==> src/rtl/param_sync_fifo.sv <==
// rtl/param_sync_fifo.sv - parametrised single-clock FIFO with count, threshold flags,
// error pulses and a selectable reject/overwrite policy when full.
module param_sync_fifo #(
    parameter int DATA_W     = 8,
    parameter int DEPTH      = 8,
    parameter int OVERWRITE  = 0,
    parameter int AFULL_THR  = DEPTH - 1,
    parameter int AEMPTY_THR = 1
) (
    input  logic                     clk,
    input  logic                     rst,
    input  logic                     write_enable,
    input  logic [DATA_W-1:0]        data_in,
    input  logic                     read_enable,
    output logic [DATA_W-1:0]        data_out,
    output logic                     data_valid,
    output logic                     full,
    output logic                     empty,
    output logic                     almost_full,
    output logic                     almost_empty,
    output logic [$clog2(DEPTH):0]   count,
    output logic                     overflow,
    output logic                     underflow
);
    localparam int AW = $clog2(DEPTH);
    localparam int CW = AW + 1;
    localparam logic [CW-1:0] C_DEPTH  = CW'(DEPTH);
    localparam logic [CW-1:0] C_AFULL  = CW'(AFULL_THR);
    localparam logic [CW-1:0] C_AEMPTY = CW'(AEMPTY_THR);
    localparam bit OW = (OVERWRITE != 0);

    logic [DATA_W-1:0] r_mem [DEPTH];
    logic [AW-1:0]     r_wr_ptr;
    logic [AW-1:0]     r_rd_ptr;
    logic [CW-1:0]     r_count;
    logic [DATA_W-1:0] r_data_out;
    logic              r_data_valid;
    logic              r_overflow;
    logic              r_underflow;

    logic w_is_full;
    logic w_is_empty;
    logic w_rd_acc;
    logic w_full_block;
    logic w_drop;
    logic w_wr_acc;

    assign w_is_full  = (r_count == C_DEPTH);
    assign w_is_empty = (r_count == '0);
    assign w_rd_acc   = read_enable & ~w_is_empty;

    // A write meeting a full FIFO with no concurrent read either gets rejected
    // or, in overwrite mode, pushes the oldest entry out (rd_ptr advances).
    assign w_full_block = write_enable & w_is_full & ~w_rd_acc;
    assign w_drop       = w_full_block & OW;
    assign w_wr_acc     = write_enable & ~(w_full_block & ~OW);

    always_ff @(posedge clk) begin
        if (rst) begin
            r_wr_ptr     <= '0;
            r_rd_ptr     <= '0;
            r_count      <= '0;
            r_data_out   <= '0;
            r_data_valid <= 1'b0;
            r_overflow   <= 1'b0;
            r_underflow  <= 1'b0;
        end else begin
            r_data_valid <= w_rd_acc;
            r_overflow   <= w_full_block;
            r_underflow  <= read_enable & w_is_empty;
            if (w_wr_acc) begin
                r_wr_ptr <= r_wr_ptr + 1'b1;
            end
            if (w_rd_acc || w_drop) begin
                r_rd_ptr <= r_rd_ptr + 1'b1;
            end
            if (w_rd_acc) begin
                r_data_out <= r_mem[r_rd_ptr];
            end
            if (w_wr_acc && !w_rd_acc && !w_drop) begin
                r_count <= r_count + 1'b1;
            end else if (w_rd_acc && !w_wr_acc) begin
                r_count <= r_count - 1'b1;
            end
        end
    end

    // Storage is never cleared; reset only blocks a write issued in the same cycle.
    always_ff @(posedge clk) begin
        if (!rst && w_wr_acc) begin
            r_mem[r_wr_ptr] <= data_in;
        end
    end

    assign data_out     = r_data_out;
    assign data_valid   = r_data_valid;
    assign overflow     = r_overflow;
    assign underflow    = r_underflow;
    assign count        = r_count;
    assign full         = w_is_full;
    assign empty        = w_is_empty;
    assign almost_full  = (r_count >= C_AFULL);
    assign almost_empty = (r_count <= C_AEMPTY);

endmodule

==> config.mk <==
export PLATFORM = sky130hd
export DESIGN_NAME = param_sync_fifo
export DESIGN_NICKNAME = d
export VERILOG_FILES = /design/src/rtl/param_sync_fifo.sv
export SDC_FILE = /design/constraint.sdc
export NUM_CORES = 1
export LEC_CHECK = 0
export ABC_CLOCK_PERIOD_IN_PS = 3200
export BUFFER_PORTS_ARGS = -buffer_cell sky130_fd_sc_hd__buf_2
export CORE_MARGIN = 3
export CORE_UTILIZATION = 61
export CTS_BUF_LIST = sky130_fd_sc_hd__clkbuf_8
export DETAILED_ROUTE_END_ITERATION = 7
export PLACE_DENSITY = 0.82
export SETUP_SLACK_MARGIN = 0.05
export SYNTH_ARGS = -nofsm -noshare
export SYNTH_HDL_FRONTEND = slang
export SYNTH_SLANG_ARGS = --single-unit
==> constraint.sdc <==
create_clock -name clk -period 3.2 [get_ports clk]
set_clock_uncertainty 0.05 [all_clocks]
set_input_delay 0.8 -clock clk [delete_from_list [all_inputs] [get_ports clk]]
set_output_delay 0.8 -clock clk [all_outputs]
set_load 0.05 [all_outputs]
==> results.sh, run 1 <==
export IMPL_viasPerCell=5.73
export IMPL_wirelength_um=6250
export IMPL_drive_gt1_share_pct=24.8
export IMPL_rows=26
export IMPL_whs_ns=0.420
export IMPL_crit_type="reg2out"
export IMPL_status="finished clean"
export IMPL_clkLatencyLatePin_ns=0.36
export IMPL_cts_sinks=85
export IMPL_portBuffers=30
export IMPL_slowest_stage="or3b_1"
export IMPL_n_antenna_cell=0
export IMPL_final_cell_area_um2=3860
export IMPL_cts_resized=0
export IMPL_root_buffer="clkbuf_8"
export IMPL_core_um2=5240
export IMPL_cp_depth=5
export IMPL_crit_fanout=7
export IMPL_path_buf_inv=3
export IMPL_start_util_pct=64.6
export IMPL_leakage_nw=1.41
export IMPL_async_flop_share_pct=0
export IMPL_period_share_pct=84.8
export IMPL_die_height_um=80.5
export IMPL_syn_inst=221
export IMPL_worst_setup_path_start_kind="flop"
export IMPL_cts_buffers=9
export IMPL_synth_edf_count=64
export IMPL_placed_area_um2=3670
export IMPL_dp_hpwl_um=4070
export IMPL_min_period_ns=2.71
export IMPL_io_pins=31
export IMPL_yosys_register_bits=85
export IMPL_reg2reg_from="count[0]"
export IMPL_fin_nets=284
export IMPL_multi_input_area_um2=980
export IMPL_routed_top_layer="met4"
export IMPL_track_usage_pct=21.4
export IMPL_cp_top_family="buffers and inverters"
export IMPL_grt_overflow=0
export IMPL_rrSetupSlack_ns=0.77
export IMPL_regArea_um2=2340
export IMPL_firstDrtPassIters=4
export IMPL_gp_congestion=0.741
export IMPL_antenna_found_initial=0
export IMPL_min_path_type="reg2reg"
export IMPL_whs_path_depth=1
export IMPL_tns_ns=0
export IMPL_max_slew_margin_rel_pct=43.2
export IMPL_synth_fp_nets=240
export IMPL_cpPeakStageDelay_ns=0.48
export IMPL_timing_fmax_mhz=369
export IMPL_wl_met1_um=2590
export IMPL_synth_cell_types=35
export IMPL_drv_cap=0
export IMPL_htree_levels=3
export IMPL_dieWidth_um=80.5
export IMPL_r2r_end="count[3]"
export IMPL_vdd_drop_max_v=0.000615
export IMPL_cts_tree="done"
export IMPL_grt_pass1_wl_um=9630
export IMPL_wl_met2_um=3070
export IMPL_path_clk_slew_ns=0.08
export IMPL_grt_start_max_net_pins=23
export IMPL_worst_pin_slew_ns=0.851
export IMPL_critical_path_cell_chain="inv_1 -> ha_1 -> or3b_1 -> inv_1 -> buf_2"
export IMPL_layout_common_cells="edfxtp_1, mux2i_1, buf_2"
export IMPL_drcViolationCount=0
export IMPL_wl_per_cell_um=18.4
export IMPL_avgSynthCellArea_um2=15.3
export IMPL_min_delay_start="data_out[0]"
export IMPL_grt_pass1_vias=1865
export IMPL_fp_dieArea_um2=6470
export IMPL_post_cts_repair_setup_buffers=0
export IMPL_ff2ff_path_depth=9
export IMPL_fillers=334
export IMPL_power_density_nw_per_um2=836
export IMPL_cp_data_arrival_time_ns=1.86
export IMPL_syn2layout_area_growth_pct=14.3
export IMPL_clk_path_buf_depth=2
export IMPL_setup_viol_count_final=0
export IMPL_endpoint_kind="primary output"
export IMPL_ant_nets=0
export IMPL_syn_area_um2=3380
export IMPL_cts_hold_buf=0
export IMPL_ys_warn_count=0
export IMPL_rsz0062_at_grt="false"
export IMPL_ys_seq_area_share_pct=69.3
export IMPL_holdPathEnd="data_out[0]"
export IMPL_synth_flop_cell="edfxtp_1"
export IMPL_finalHoldViolations=0
export IMPL_cpMostUsedCell="inv_1"
export IMPL_final_common_cell="edfxtp_1"
export IMPL_num_vias=1949
export IMPL_required_ns=2.35
export IMPL_wl_met3_um=454
export IMPL_drt_iter0_drc=151
export IMPL_maxSlewViolCount=0
where the power goes:
part           total, mW  leakage (nW)  switching, mW  internal, mW
logic               1.08         0.565          0.708         0.374
clock network      0.743        0.0918          0.381         0.362
registers           1.41         0.750          0.131          1.28
total               3.23          1.41           1.22          2.01
Yosys cell counts (2+ instances only):
| library cell | n | area (µm²) |
|---|---|---|
| a21oi_1 | 4 | 20.0 |
| a22oi_1 | 16 | 120 |
| a32o_1 | 8 | 80.1 |
| buf_1 | 3 | 11.3 |
| buf_2 | 3 | 15.0 |
| buf_4 | 2 | 15.0 |
| dfxtp_1 | 21 | 420 |
| edfxtp_1 | 64 | 1920 |
| ha_1 | 7 | 87.6 |
| inv_1 | 4 | 15.0 |
| mux2i_1 | 35 | 350 |
| nand2_1 | 5 | 18.8 |
| nand2b_1 | 4 | 25.0 |
| nand3_1 | 2 | 10.0 |
| nor2_1 | 15 | 56.3 |
| nor2b_1 | 2 | 12.5 |
| nor3_1 | 5 | 25.0 |
| xor2_1 | 4 | 35.0 |
final cells by class:
| type | count | share of cell area [%] |
|---|---|---|
| clock buffers | 9 | 3.20 |
| well taps | 70 | 2.27 |
| clock inverters | 7 | 1.94 |
| flip-flops and latches | 85 | 60.6 |
| inverters | 4 | 0.388 |
| multi-input cells | 123 | 25.3 |
| repair buffers | 42 | 6.22 |
cells by family (layout without fill, tap and decap cells):
| logic type | Yosys count | in the layout | synth area share (%) |
|---|---|---|---|
| and+or+nand+nor | 43 | 43 | 6.51 |
| muxes | 35 | 35 | 10.4 |
| buffers and inverters | 13 | 62 | 1.78 |
| DFF | 85 | 85 | 69.3 |
| adders and majority gates | 7 | 7 | 2.59 |
| xor gates and xnor gates | 5 | 5 | 1.29 |
| AOI/OAI and AO/OA | 33 | 33 | 8.21 |
worst max-delay path by stage:
stage | start | endpoint | slack, ns
finish | count[0] | empty | 0.49
global placement | read_enable | r_mem[6][1] | 0.85
global route | count[0] | empty | 0.39
detailed placement | read_enable | r_mem[7][1] | 0.72
floorplan | count[0] | almost_empty | 0.31
CTS | count[0] | empty | 0.47
routing by layer:
metal,vias up,global-route usage [%]
met4,0,8.28
li1,940,-
met5,-,0
met3,10,7.85
met1,941,26.8
met2,58,33.9
flip-flops by register name, indices dropped and copies added, names as in the netlist:
name        count
r_wr_ptr        3
overflow        1
r_mem          64
r_rd_ptr        3
underflow       1
data_out        8
count           4
data_valid      1
per-stage QoR:
step                      total power, mW  utilization [%]  std cells  setup WS, ns
after global routing                 3.38             73.8        340         0.393
after detailed placement             2.51             70.0        324         0.718
after floorplan                      2.28                -        221         0.315
after CTS                            3.25             73.8        340         0.474
after global placement               2.49             70.0        324         0.848
final                                3.23             73.8        340         0.487
Note: power is estimated with default switching activity, not from simulation.
==> inputs of run 2 (changes only) <==
--- a/config.mk
+++ b/config.mk
@@ -5,13 +5,14 @@
 export SDC_FILE = /design/constraint.sdc
 export NUM_CORES = 1
 export LEC_CHECK = 0
-export ABC_CLOCK_PERIOD_IN_PS = 3200
+export ABC_AREA = 1
+export ABC_CLOCK_PERIOD_IN_PS = 2300
 export BUFFER_PORTS_ARGS = -buffer_cell sky130_fd_sc_hd__buf_2
 export CORE_MARGIN = 3
-export CORE_UTILIZATION = 61
+export CORE_UTILIZATION = 55
 export CTS_BUF_LIST = sky130_fd_sc_hd__clkbuf_8
 export DETAILED_ROUTE_END_ITERATION = 7
-export PLACE_DENSITY = 0.82
+export PLACE_DENSITY = 0.77
 export SETUP_SLACK_MARGIN = 0.05
 export SYNTH_ARGS = -nofsm -noshare
 export SYNTH_HDL_FRONTEND = slang
==> constraint.sdc (replaced) <==
create_clock -name clk -period 2.3 [get_ports clk]
set_clock_uncertainty 0.05 [all_clocks]
set_input_delay 0.575 -clock clk [delete_from_list [all_inputs] [get_ports clk]]
set_output_delay 0.575 -clock clk [all_outputs]
set_load 0.05 [all_outputs]
==> run 2 against run 1 <==
  * Final area rose by 9.6%
  * Clock-buffer cell count rose by 2
  * Setup slack got worse by 0.35 ns
  * Clock power rose by 59%
  * Non-clock buffer count rose by 4
  * First-iteration DRC count rose by 63%
  * Largest cell class unchanged
  * Combinational power rose by 63%
  * Global-route usage rose by 0.60 points
==> results.sh, run 2 <==
export IMPL_htree_levels=3
export IMPL_gp_congestion=0.816
export IMPL_n_antenna_cell=0
export IMPL_crit_fanout=6
export IMPL_multi_input_area_um2=1050
export IMPL_wl_per_cell_um=15.6
export IMPL_root_buffer="clkbuf_8"
export IMPL_synth_flop_cell="edfxtp_1"
export IMPL_syn_inst=378
export IMPL_syn2layout_area_growth_pct=15.1
export IMPL_required_ns=2.48
export IMPL_min_path_type="reg2reg"
export IMPL_cts_tree="done"
export IMPL_cts_buffers=9
export IMPL_start_util_pct=57.3
export IMPL_io_pins=31
export IMPL_synth_edf_count=64
export IMPL_period_share_pct=94.2
export IMPL_regArea_um2=2340
export IMPL_grt_start_max_net_pins=35
export IMPL_firstDrtPassIters=5
export IMPL_top_register="r_mem"
export IMPL_path_clk_slew_ns=0.08
export IMPL_viasPerCell=5.21
export IMPL_clk_path_buf_depth=2
export IMPL_synth_area_leader_cell="edfxtp_1"
export IMPL_syn_area_um2=3680
export IMPL_status="finished clean"
export IMPL_synth_fp_nets=397
export IMPL_p_total_mw=4.83
export IMPL_track_usage_pct=22.0
export IMPL_final_common_cell="nand2_1"
export IMPL_clkLatencyLatePin_ns=0.34
export IMPL_die_height_um=87.8
export IMPL_drv_cap=0
export IMPL_worst_setup_path_start_kind="flop"
export IMPL_finalHoldViolations=0
export IMPL_wirelength_um=7840
export IMPL_fin_nets=440
export IMPL_top_usage_layer="met2"
export IMPL_largest_register_ffs=64
export IMPL_vdd_drop_max_v=0.000744
export IMPL_ys_seq_area_share_pct=63.6
export IMPL_max_slew_margin_rel_pct=61.4
export IMPL_use_met3_pct=4.80
export IMPL_rrSetupSlack_ns=0.13
export IMPL_r2r_end="count[2]"
export IMPL_crit_type="reg2reg"
export IMPL_antenna_found_initial=0
export IMPL_yosysTopAreaCellShare_pct=52.2
export IMPL_cts_sinks=85
export IMPL_drcViolationCount=0
export IMPL_leakage_nw=1.89
export IMPL_holdPathEnd="data_out[3]"
export IMPL_core_um2=6420
export IMPL_drive_gt1_share_pct=18.5
export IMPL_dieWidth_um=87.8
export IMPL_ant_nets=0
export IMPL_setup_viol_count_final=0
export IMPL_slowest_stage="dfxtp_2"
export IMPL_whs_path_depth=2
export IMPL_synth_cell_types=23
export IMPL_fin_util_pct=65.9
export IMPL_reg2reg_from="count[1]"
export IMPL_endpoint_kind="flop"
export IMPL_yosys_register_bits=85
export IMPL_grt_util_met1_pct=29.8
export IMPL_fp_dieArea_um2=7710
export IMPL_maxSlewViolCount=0
export IMPL_min_delay_start="data_out[3]"
export IMPL_drt_iter0_drc=246
export IMPL_layout_common_cells="nand2_1, edfxtp_1, inv_1"
export IMPL_grt_pass1_wl_um=12300
export IMPL_cpPeakStageDelay_ns=0.35
export IMPL_timing_fmax_mhz=461
export IMPL_grt_overflow=0
export IMPL_worst_slack_ns=0.133
export IMPL_place_ws_ns=0.146
export IMPL_dp_hpwl_um=5010
export IMPL_critical_path_cell_chain="inv_1 -> ha_4 -> nand3_1 -> nor2_1 -> nand2_2 -> nand2_2 -> inv_2 -> ha_2 -> a21oi_1 -> o21ai_0 -> o21ai_0 -> a21oi_1"
export IMPL_num_vias=2623
export IMPL_min_period_ns=2.17
export IMPL_rows=29
export IMPL_ff2ff_path_depth=12
export IMPL_cp_data_arrival_time_ns=2.34
export IMPL_portBuffers=30
export IMPL_async_flop_share_pct=0
export IMPL_fillers=510
export IMPL_grt_pass1_vias=2415
export IMPL_yosys_top_cells_count="nand2_1, edfxtp_1, inv_1"
export IMPL_synthTopCellsByArea="edfxtp_1, dfxtp_1, nand2_1"
export IMPL_yosysMostFrequentCell="nand2_1"
export IMPL_grt_util_met2_pct=34.5
export IMPL_avgSynthCellArea_um2=9.74
export IMPL_power_density_nw_per_um2=1140
export IMPL_worst_pin_slew_ns=0.578
export IMPL_dp_cells=487
export IMPL_ys_warn_count=0
export IMPL_final_cells=503
## run 2: timing repair
action,in CTS,in global routing
setup endpoints to repair,0,3
gates resized for setup,0,4
setup buffers,0,0
hold buffers,0,0
## run 2: cell families after synthesis
group,count (synthesis),synth area share [%]
flip-flops,85,63.6
AND/OR/NAND/NOR,180,21.5
AO/OA/AOI/OAI,26,3.54
adder cells (fa/ha/maj),7,2.38
buffers and inverters,78,8.50
XOR/XNOR,2,0.476
## run 2: critical path, delay by kind of cell (launching register included)
family | cells | cell delay, ns
AO/OA/AOI/OAI | 4 | 0.55
adder cells (fa/ha/maj) | 2 | 0.48
AND/OR/NAND/NOR | 4 | 0.40
flip-flops | 1 | 0.35
buffers and inverters | 2 | 0.23
## run 2: how the worst max path moves through the flow
stage,startpoint,to,cells past startpoint
2_1_floorplan,count[2],almost_full,2
3_3_place_gp,count[0],count[2],12
3_5_place_dp,count[0],count[2],12
4_1_cts,count[0],count[2],12
5_1_grt,count[1],count[2],12
6_report,count[1],count[2],12
## run 2: layout make-up
| cell class | instances | share of cell area, % |
|---|---|---|
| Clock buffer | 11 | 3.57 |
| Clock inverter | 5 | 1.74 |
| Inverter | 64 | 5.67 |
| Multi-Input combinational cell | 215 | 24.7 |
| Sequential cell | 85 | 55.4 |
| Tap cell | 77 | 2.27 |
| Timing Repair Buffer | 46 | 6.68 |
## run 2: layer usage
metal,up-vias,routed length (µm)
li1,1308,-
met1,1220,3360
met2,84,3950
met3,11,445
met4,0,87
met5,-,0
## run 2: report_power, final
group          internal [mW]  switching [mW]
sequential              1.78           0.106
combinational          0.481            1.28
clock                  0.665           0.516
total                   2.93            1.90
## run 2: stage by stage
stage | instance area, µm² | setup TNS, ns | hold slack [ns]
final | 4240 | 0 | 0.416
after global routing | 4240 | -0.0128 | 0.433
after CTS | 4220 | 0 | 0.418
after detailed placement | 4000 | 0 | 0.405
after global placement | 4000 | 0 | 0.404
after floorplan | 3690 | 0 | 0.449
==> inputs of run 3 (changes only) <==
--- a/config.mk
+++ b/config.mk
@@ -13,6 +13,7 @@
 export CTS_BUF_LIST = sky130_fd_sc_hd__clkbuf_8
 export DETAILED_ROUTE_END_ITERATION = 7
 export PLACE_DENSITY = 0.77
+export RECOVER_POWER = 100
 export SETUP_SLACK_MARGIN = 0.05
 export SYNTH_ARGS = -nofsm -noshare
 export SYNTH_HDL_FRONTEND = slang
==> run 3 against run 2 <==
  * Global-route usage did not move
  * Largest power group unchanged
  * Flip-flop and latch count unchanged
  * Total power is 1.5% lower
  * Routed wire length shrank 0.32%
  * Clock-buffer cell count unchanged
  * Via count grew 0.61%
  * Final cell count unchanged
  * Clock power barely moved
  * Utilization decreased by 1.2 points
  * Non-clock buffer count did not move
  * Sequential share of layout area increased by 1.1 points
  * Final area is 1.9% lower
==> results.sh, run 3 (same netlist as run 2, synthesis figures left out) <==
export IMPL_viasPerCell=5.25
export IMPL_final_cell_area_um2=4160
export IMPL_tns_ns=0
export IMPL_dp_hpwl_um=5010
export IMPL_largest_register_ffs=64
export IMPL_cts_tree="done"
export IMPL_io_pins=31
export IMPL_drt_iter0_drc=215
export IMPL_firstDrtPassIters=4
export IMPL_core_um2=6420
export IMPL_top_register="r_mem"
export IMPL_worst_slack_ns=0.0852
export IMPL_clk_path_buf_depth=2
export IMPL_fillers=537
export IMPL_slowest_stage="dfxtp_2"
export IMPL_wirelength_um=7820
export IMPL_min_delay_start="data_out[3]"
export IMPL_grt_overflow=0
export IMPL_reg2reg_from="count[1]"
export IMPL_holdPathEnd="data_out[3]"
export IMPL_layout_common_cells="nand2_1, edfxtp_1, inv_1"
export IMPL_setup_viol_count_final=0
export IMPL_gp_congestion=0.816
export IMPL_worst_setup_path_start_kind="flop"
export IMPL_grt_pass1_wl_um=12300
export IMPL_grt_start_max_net_pins=35
export IMPL_die_height_um=87.8
export IMPL_internal_power_mw=2.87
export IMPL_seqPwrFrac_pct=39.8
export IMPL_clkLatencyLatePin_ns=0.34
export IMPL_crit_fanout=17
export IMPL_rrSetupSlack_ns=0.09
export IMPL_worst_pin_slew_ns=0.671
export IMPL_wl_per_cell_um=15.5
export IMPL_timing_fmax_mhz=452
export IMPL_root_buffer="clkbuf_8"
export IMPL_path_clk_slew_ns=0.08
export IMPL_drive_gt1_share_pct=11.0
export IMPL_status="finished clean"
export IMPL_min_period_ns=2.21
export IMPL_p_total_mw=4.76
export IMPL_final_common_cell="nand2_1"
export IMPL_r2r_end="count[2]"
export IMPL_placed_area_um2=4000
export IMPL_start_util_pct=57.3
export IMPL_dieWidth_um=87.8
export IMPL_power_density_nw_per_um2=1150
export IMPL_whs_path_depth=2
export IMPL_num_vias=2639
export IMPL_endpoint_kind="flop"
export IMPL_cts_sinks=85
export IMPL_fin_nets=440
export IMPL_swShare_pct=39.6
export IMPL_track_usage_pct=22.0
export IMPL_leakage_nw=1.79
export IMPL_p_clk_share_pct=24.7
export IMPL_crit_type="reg2reg"
export IMPL_finalHoldViolations=0
export IMPL_syn2layout_area_growth_pct=12.9
export IMPL_min_path_type="reg2reg"
export IMPL_cpPeakStageDelay_ns=0.35
export IMPL_ff2ff_path_depth=10
export IMPL_grt_pass1_vias=2415
export IMPL_vdd_drop_max_v=0.000719
export IMPL_htree_levels=3
export IMPL_maxSlewViolCount=0
export IMPL_required_ns=2.48
export IMPL_antenna_found_initial=0
export IMPL_drcViolationCount=0
export IMPL_max_slew_margin_rel_pct=55.2
export IMPL_place_ws_ns=0.146
export IMPL_drv_cap=0
export IMPL_fp_dieArea_um2=7710
export IMPL_period_share_pct=96.3
export IMPL_rows=29
export IMPL_portBuffers=30
export IMPL_power_frac_comb_pct=35.5
export IMPL_n_antenna_cell=0
export IMPL_switchingPower_mw=1.89
export IMPL_cts_buffers=9
export IMPL_cp_data_arrival_time_ns=2.39
export IMPL_whs_ns=0.418
export IMPL_critical_path_cell_chain="inv_1 -> ha_4 -> nand3_1 -> nand2_4 -> buf_4 -> ha_2 -> a21oi_1 -> o21ai_0 -> o21ai_0 -> a21oi_1"
export IMPL_ant_nets=0
[run 3: cell types whose count changed in the layout (fill, tap and decap cells not counted), sizes merged]
cell | previous run | this run
clkbuf | 11 | 48
buf | 46 | 9
[run 3: worst max-delay path by stage]
stage / start / end / slack (ns)
after global placement: count[0] / count[2] / 0.26
after global routing: count[1] / count[2] / -0.02
after detailed placement: count[0] / count[2] / 0.15
after floorplan: count[2] / almost_full / 0.09
final: count[1] / count[2] / 0.09
after CTS: count[0] / count[2] / 0.11
[run 3: per-layer routing]
metal / routed length, µm / track usage [%] / vias up
li1: - / - / 1307
met1: 3380 / 29.8 / 1233
met2: 3920 / 34.5 / 82
met3: 394 / 4.80 / 17
met4: 114 / 9.07 / 0
met5: 0 / 0 / -
[run 3: layout make-up]
class                      count  area (µm²)  area share [%]
clock inverter                 5        73.8            1.78
timing repair buffer          46         228            5.48
clock buffer                  11         151            3.64
inverter                      64         240            5.78
multi-input combinational    215        1020            24.6
tap                           77        96.3            2.32
sequential                    85        2340            56.4
[run 3: per-stage QoR]
step                      utilization, %  instances
after floorplan                        -        378
after global placement              62.2        487
after detailed placement            62.2        487
after CTS                           65.7        503
after global routing                64.7        503
final                               64.7        503
[run 3: critical path: cells and delay by family, from the launching register on]
family | cells | cell delay (ns)
compound gates | 4 | 0.58
flops | 1 | 0.35
fa+ha+maj | 2 | 0.50
buf+inv | 2 | 0.36
simple gates | 2 | 0.26
[run 3: power by group through the flow]
stage | Combinational, mW | Sequential, mW | Clock, mW
finish | 1.69 | 1.89 | 1.18
global route | 1.84 | 1.91 | 1.28
CTS | 1.72 | 1.89 | 1.20
detailed placement | 1.71 | 1.92 | 0
global placement | 1.68 | 1.91 | 0
floorplan | 1.03 | 2.20 | 0
[run 3: what timing repair did]
item                       in CTS  in global routing
hold endpoints to repair        0                  0
hold buffers                    0                  0
buffers inserted                0                  0
resized for setup               0                  4
setup endpoints to repair       0                  3
